===== src/rtl/seq_player_if.sv =====
// seq_player_if: control, timing and display signals between the game controller and seq_player
//   master (controller/checker side): drives start_i, new_seq_i, level_i, abort_i, tick_i, rd_idx_i
//   slave  (seq_player side): drives rd_pat_o, leds_o, idx_o, busy_o, done_o
interface seq_player_if #(
  parameter int MAX_LEN = 8
);
  localparam int AW = (MAX_LEN > 1) ? $clog2(MAX_LEN) : 1;
  logic          start_i;
  logic          new_seq_i;
  logic [3:0]    level_i;
  logic          abort_i;
  logic          tick_i;
  logic [AW-1:0] rd_idx_i;
  logic [7:0]    rd_pat_o;
  logic [7:0]    leds_o;
  logic [AW-1:0] idx_o;
  logic          busy_o;
  logic          done_o;
  modport master (
    output start_i, new_seq_i, level_i, abort_i, tick_i, rd_idx_i,
    input  rd_pat_o, leds_o, idx_o, busy_o, done_o
  );
  modport slave (
    input  start_i, new_seq_i, level_i, abort_i, tick_i, rd_idx_i,
    output rd_pat_o, leds_o, idx_o, busy_o, done_o
  );
endinterface


===== src/rtl/seq_player.sv =====
// seq_player: generates an LFSR pattern sequence and plays it step by step on the LEDs
//   CLK      game clock
//   RST      asynchronous active-low reset
//   bus      seq_player_if.slave: start/new_seq/level/abort/tick requests, checker read port
//            (rd_idx_i -> rd_pat_o, combinational), leds_o/idx_o display, busy_o, done_o pulse
module seq_player #(
  parameter int         MAX_LEN   = 8,
  parameter int         ON_TICKS  = 4,
  parameter int         OFF_TICKS = 2,
  parameter logic [7:0] SEED      = 8'hA5
) (
  input  logic         CLK,
  input  logic         RST,
  seq_player_if.slave  bus
);
  localparam int AW   = (MAX_LEN > 1) ? $clog2(MAX_LEN) : 1;
  localparam int TMAX = (ON_TICKS > OFF_TICKS) ? ON_TICKS : OFF_TICKS;
  localparam int CW   = $clog2(TMAX + 1);
  typedef enum logic [2:0] {IDLE, GEN, SHOW, GAP, FIN} state_t;
  state_t        state_q;
  logic [7:0]    mem_q [MAX_LEN];
  logic [7:0]    lfsr_q, lfsr_d;
  logic [7:0]    leds_q;
  logic [AW-1:0] idx_q, len_m1_q, len_m1_d, wptr_q;
  logic [CW-1:0] tcnt_q;
  logic          busy_q, done_q;
  // len is kept as len-1 so it fits the index width even when LEVEL clamps to MAX_LEN
  always_comb begin
    lfsr_d   = {lfsr_q[6:0], lfsr_q[7] ^ lfsr_q[5] ^ lfsr_q[4] ^ lfsr_q[3]};
    len_m1_d = (bus.level_i == 4'd0)          ? '0 :
               (int'(bus.level_i) > MAX_LEN)  ? AW'(MAX_LEN - 1) :
                                                AW'(bus.level_i - 4'd1);
  end
  always_ff @(posedge CLK or negedge RST) begin
    if (!RST) begin
      state_q  <= IDLE;
      for (int i = 0; i < MAX_LEN; i++) mem_q[i] <= '0;
      lfsr_q   <= SEED;
      leds_q   <= '0;
      idx_q    <= '0;
      len_m1_q <= '0;
      wptr_q   <= '0;
      tcnt_q   <= '0;
      busy_q   <= 1'b0;
      done_q   <= 1'b0;
    end else if (bus.abort_i) begin
      state_q <= IDLE;
      leds_q  <= '0;
      tcnt_q  <= '0;
      busy_q  <= 1'b0;
      done_q  <= 1'b0;
    end else begin
      done_q <= 1'b0;
      case (state_q)
        IDLE: if (bus.start_i) begin
          len_m1_q <= len_m1_d;
          idx_q    <= '0;
          wptr_q   <= '0;
          tcnt_q   <= '0;
          busy_q   <= 1'b1;
          state_q  <= bus.new_seq_i ? GEN : SHOW;
          leds_q   <= bus.new_seq_i ? 8'h00 : mem_q[0];
        end
        GEN: begin
          mem_q[wptr_q] <= lfsr_q;
          lfsr_q        <= lfsr_d;
          wptr_q        <= wptr_q + 1'b1;
          // mem[0] was written on the first GEN clock, so it is already stable here
          if (wptr_q == AW'(MAX_LEN - 1)) begin
            state_q <= SHOW;
            leds_q  <= mem_q[0];
          end
        end
        SHOW: if (bus.tick_i) begin
          tcnt_q <= tcnt_q + 1'b1;
          if (tcnt_q == CW'(ON_TICKS - 1)) begin
            state_q <= GAP;
            leds_q  <= '0;
            tcnt_q  <= '0;
          end
        end
        GAP: if (bus.tick_i) begin
          tcnt_q <= tcnt_q + 1'b1;
          if (tcnt_q == CW'(OFF_TICKS - 1)) begin
            tcnt_q <= '0;
            if (idx_q == len_m1_q) begin
              state_q <= FIN;
              done_q  <= 1'b1;
            end else begin
              state_q <= SHOW;
              idx_q   <= idx_q + 1'b1;
              leds_q  <= mem_q[idx_q + 1'b1];
            end
          end
        end
        FIN: begin
          state_q <= IDLE;
          busy_q  <= 1'b0;
        end
        default: state_q <= IDLE;
      endcase
    end
  end
  assign bus.rd_pat_o = mem_q[bus.rd_idx_i];
  assign bus.leds_o   = leds_q;
  assign bus.idx_o    = idx_q;
  assign bus.busy_o   = busy_q;
  assign bus.done_o   = done_q;
endmodule


===== src/flat_wrapper.sv =====
// flat-port wrapper written by rule: the top's interface ports become plain ports
module seq_player_flat 
#(
  parameter int         MAX_LEN   = 8,
  parameter int         ON_TICKS  = 4,
  parameter int         OFF_TICKS = 2,
  parameter logic [7:0] SEED      = 8'hA5
)
  (CLK, RST, bus_start_i, bus_new_seq_i, bus_level_i, bus_abort_i, bus_tick_i, bus_rd_idx_i, bus_rd_pat_o, bus_leds_o, bus_idx_o, bus_busy_o, bus_done_o);
  seq_player_if #(.MAX_LEN(MAX_LEN)) bus_i ();
  input  logic CLK;
  input  logic RST;
  input wire logic [$bits(bus_i.start_i)-1:0] bus_start_i;
  input wire logic [$bits(bus_i.new_seq_i)-1:0] bus_new_seq_i;
  input wire logic [$bits(bus_i.level_i)-1:0] bus_level_i;
  input wire logic [$bits(bus_i.abort_i)-1:0] bus_abort_i;
  input wire logic [$bits(bus_i.tick_i)-1:0] bus_tick_i;
  input wire logic [$bits(bus_i.rd_idx_i)-1:0] bus_rd_idx_i;
  output wire logic [$bits(bus_i.rd_pat_o)-1:0] bus_rd_pat_o;
  output wire logic [$bits(bus_i.leds_o)-1:0] bus_leds_o;
  output wire logic [$bits(bus_i.idx_o)-1:0] bus_idx_o;
  output wire logic [$bits(bus_i.busy_o)-1:0] bus_busy_o;
  output wire logic [$bits(bus_i.done_o)-1:0] bus_done_o;
  assign bus_i.start_i = bus_start_i;
  assign bus_i.new_seq_i = bus_new_seq_i;
  assign bus_i.level_i = bus_level_i;
  assign bus_i.abort_i = bus_abort_i;
  assign bus_i.tick_i = bus_tick_i;
  assign bus_i.rd_idx_i = bus_rd_idx_i;
  assign bus_rd_pat_o = bus_i.rd_pat_o;
  assign bus_leds_o = bus_i.leds_o;
  assign bus_idx_o = bus_i.idx_o;
  assign bus_busy_o = bus_i.busy_o;
  assign bus_done_o = bus_i.done_o;
  seq_player #(.MAX_LEN(MAX_LEN), .ON_TICKS(ON_TICKS), .OFF_TICKS(OFF_TICKS), .SEED(SEED)) u_core (.CLK(CLK), .RST(RST), .bus(bus_i));
endmodule

===== config.mk =====
export PLATFORM = sky130hd
export DESIGN_NAME = seq_player_flat
export DESIGN_NICKNAME = d
export VERILOG_FILES = /design/src/rtl/seq_player_if.sv /design/src/rtl/seq_player.sv /design/src/flat_wrapper.sv
export SDC_FILE = /design/constraint.sdc
export NUM_CORES = 1
export LEC_CHECK = 0
export CORE_AREA = 2 2 109 132
export CTS_CLUSTER_DIAMETER = 100
export DETAILED_ROUTE_END_ITERATION = 10
export DIE_AREA = 0 0 111 134
export DONT_BUFFER_PORTS = 1
export GPL_TIMING_DRIVEN = 0
export SYNTH_ARGS = -nofsm -noshare
export SYNTH_HDL_FRONTEND = slang
export SYNTH_SLANG_ARGS = --single-unit

===== constraint.sdc =====
create_clock -name CLK -period 2.5 [get_ports CLK]
set_clock_uncertainty 0.15 [all_clocks]
set_input_delay 0.625 -clock CLK [delete_from_list [all_inputs] [get_ports CLK]]
set_output_delay 0.625 -clock CLK [all_outputs]
set_load 0.03 [all_outputs]

==> results.md <==
* Status: finished with violations
* Failing checks: negative hold slack, negative setup slack
* Gate power share at 34.5%
* First-pass iteration count of the detailed router at 4
* Warnings from Yosys at 0
* Vias in the first global route at 3539
* Gpl congestion at 0.863
* GR Overflow Total at 0
* Cts bufs inserted at 9
* Placeable Area at 13600 sq um
* Post-synthesis net count at 430
* HPWL after DPL at 8.76 mm
* Reg area at 2430 sq um
* Fraction of registers with async set/reset at 100%
* I/O pin count at 34
* Pwr Density at 926 nW/um^2
* DRT iter0 DRCs at 204
* Post-route cell area at 6010 sq um
* Worst R2R Path Depth at 6
* Share of total power in sequential cells at 40.0%
* Syn Inst Count at 408
* Antenna-violating nets left at 0
* Dominant cells by area after synthesis: dfrtp_1 44%, mux2_2 18%, mux4_2 14%
* Syn Std Cell Area at 5310 sq um
* Max Freq at 0.399 GHz
* Area growth from synthesis to layout at 13.2%
* Clock sinks at 97
* Final worst slack at -0.00456 ns
* Initial antenna violation count at 0
* Htree depth at 3
* Initial Utilization at 39.1%
* Int Pwr at 3.59 mW
* Post-synth top area share at 43.8%
* Die boundary height at 134 um
* Min Tclk post-route at 2.50 ns
* Final core occ at 44.3%
* Crit. End Element: output pin
* Startpoint types: input port
* Area of the multi-input gates at 2730 sq um
* Routed vias at 3437
* Register area share after synthesis at 45.8%
* Via-to-Cell Ratio at 5.75
* Number of placement rows at 47
* Fin Hold WS at -0.177 ns
* Clk network pwr share at 25.5%
* Cell Area, Placed at 5590 sq um
* Clock buffer depth at 2
* Layout cells sized above 1 at 39.1%
* CP Data Required Time at 1.73 ns
* CP max FO at 7
* RSZ-0062 raised after global routing: true
* Sw power at 1.98 mW
* Total negative setup slack at -0.00605 ns
* IO buf count at 0
* Reg clk slew, reported paths at 0.07 ns
* Yosys reg bits at 97
* Worst EP arrival at 1.73 ns
* GRT Util Overall at 17.1%
* Setup WS pre-CTS at -0.405 ns
* Slew Limit Headroom at 45.4%
* Crit Path Category: in -> out
* Predominant post-synthesis flop cell: dfrtp_1
* Worst-Skew Late Latency at 0.34 ns
* Die area at 14900 sq um
* Leakage at 2.64 nW
* Pin count of the biggest net entering global routing at 98
* Routed WL per cell at 20.3 um
* Sw Share at 35.5%
* Drt drc at 0
* FF-to-FF End: u_core.bus.leds_o[2]
* Synth cell types at 49
* Routed WL at 12.1 mm
* Number of synthesized flops with an enable pin at 0
* Fin crit share at 100%
* Worst VDD drop at 0.000395 V
* Slew @ Worst Pin at 0.816 ns
* Fillcell total at 1217
* Diode count at 0
* Final Max Tran Viols at 0
* Chip Width at 111 um
* Reg-to-reg slack, setup at 0.09 ns
* Total Nets Final at 444
* Max-cap violation count at 0
* Setup violations, final at 2
* Tightest Hold Check Type: in -> async
* Syn Area/Cell at 13.0 sq um
* Root Driver: clkbuf_16
* Final hold vios at 94
* CTS tree: done
* Synth area leader: dfrtp_1
* FF-to-FF Start: u_core.bus.idx_o[0]
* First-pass GRT wire length at 19.9 mm
## metrics by stage
step	cells	hold WS (ns)	total power, mW
2_1_floorplan	408	0.179	3.68
3_3_place_gp	579	0.183	4.08
3_5_place_dp	579	0.183	4.15
4_1_cts	596	-0.182	5.65
5_1_grt	598	-0.189	5.89
6_report	598	-0.177	5.57
## what timing repair did
item	in CTS	in global routing
hold endpoints to repair	97	93
gates resized for setup	19	1
cloned	1	0
setup buffers	0	3
pin swaps	1	1
setup endpoints to repair	16	13
## cells in the mapped netlist (2+ instances only)
cell type,count
a21oi_1,17
a32o_1,8
and2_1,3
xor2_1,3
o21ai_0,10
o32ai_1,3
nand4_1,2
nand3_1,3
a22o_1,2
nand2b_1,5
nor3b_4,2
dfstp_2,4
nor3_1,4
nand3b_1,3
buf_2,8
nand4b_1,2
xnor2_1,4
inv_1,15
nor2_1,23
ha_1,9
nand2_1,15
nor2b_1,3
mux2_2,84
nor3b_2,2
clkbuf_1,11
dfrtp_1,93
buf_1,10
a22oi_1,8
mux4_2,32
## worst max-delay path, stage by stage
cell and delay [ns]:
buf_16 0.12, buf_12 0.13, mux4_2 0.50, mux2_4 0.35
## routing by layer
metal	track usage (%)	vias up	share of wire [%]	wire (um)
met2	29.9	79	52	6290
met1	21.7	1799	43	5180
met5	0	-	0	0
met4	5.07	0	1.4	176
li1	-	1546	-	-
met3	3.57	13	4.1	500
## placed cells by master, fill, tap and decap left out, types with 2 or more instances in the layout
master / synthesis / layout
o32ai_1: 3 / 3
and2_1: 3 / 3
clkbuf_8: 0 / 3
nor3b_2: 2 / 2
nand2_1: 15 / 15
buf_16: 0 / 2
nand2b_1: 5 / 5
nor3b_4: 2 / 2
dfrtp_2: 0 / 2
a22o_1: 2 / 2
mux2_2: 84 / 76
inv_1: 15 / 15
xnor2_1: 4 / 4
dfstp_2: 4 / 4
buf_2: 8 / 5
buf_12: 0 / 3
a22oi_1: 8 / 6
mux4_2: 32 / 32
clkbuf_16: 0 / 9
nand3b_1: 3 / 3
nand4_1: 2 / 2
xor2_1: 3 / 3
nor3_1: 4 / 4
ha_1: 9 / 8
o21ai_0: 10 / 10
buf_4: 1 / 3
nor2_1: 23 / 23
a22oi_2: 0 / 2
a21oi_1: 17 / 17
nand4b_1: 2 / 2
dfrtp_1: 93 / 91
buf_1: 10 / 10
mux2_4: 0 / 8
clkbuf_1: 11 / 9
nand3_1: 3 / 3
a32o_1: 8 / 8
nor2b_1: 3 / 3
## cell families (layout without fill, tap and decap cells)
family	after synthesis	after routing	share of synthesized area, %
AO/OA/AOI/OAI	54	54	6.90
multiplexers	117	117	31.6
flip-flops	97	97	45.8
AND/OR/NAND/NOR	76	76	8.51
adder cells (fa/ha/maj)	10	10	2.31
XOR/XNOR	7	7	1.15
buffers and inverters	47	66	3.75
## power groups by stage
| stage | sequential, mW | combinational, mW | clock, mW |
|---|---|---|---|
| after floorplan | 2.17 | 1.51 | 0 |
| final | 2.23 | 1.92 | 1.42 |
| after detailed placement | 2.26 | 1.89 | 0 |
| after CTS | 2.23 | 1.97 | 1.45 |
| after global placement | 2.23 | 1.85 | 0 |
| after global routing | 2.26 | 2.12 | 1.51 |
## final cells by class
type	instances	area share [%]
Inverter	15	0.937
Sequential cell	97	40.5
Buffer	31	3.41
Multi-Input combinational cell	264	45.4
Clock buffer	12	4.27
Clock inverter	4	0.853
Tap cell	171	3.56
Timing Repair Buffer	4	1.04
## how the worst max path moves through the flow
| stage | start | end | slack, ns |
|---|---|---|---|
| floorplan | bus_rd_idx_i[1] | bus_rd_pat_o[5] | 0.003 |
| global placement | u_core.bus.idx_o[1] | u_core.bus.leds_o[6] | -0.42 |
| detailed placement | u_core.bus.idx_o[1] | u_core.bus.leds_o[6] | -0.40 |
| CTS | bus_rd_idx_i[0] | bus_rd_pat_o[5] | -0.03 |
| global route | bus_rd_idx_i[0] | bus_rd_pat_o[5] | -0.03 |
| finish | bus_rd_idx_i[0] | bus_rd_pat_o[5] | -0.005 |
## state kept, by name (all words and copies together), names as in the netlist
register	flops
u_core.bus.leds_o	8
u_core.lfsr_q	8
u_core.len_m1_q	3
u_core.tcnt_q	3
u_core.mem_q	64
u_core.bus.busy_o	1
u_core.wptr_q	3
u_core.bus.idx_o	3
u_core.bus.done_o	1
u_core.state_q	3
No activity file was read; power rests on OpenSTA's default activity.
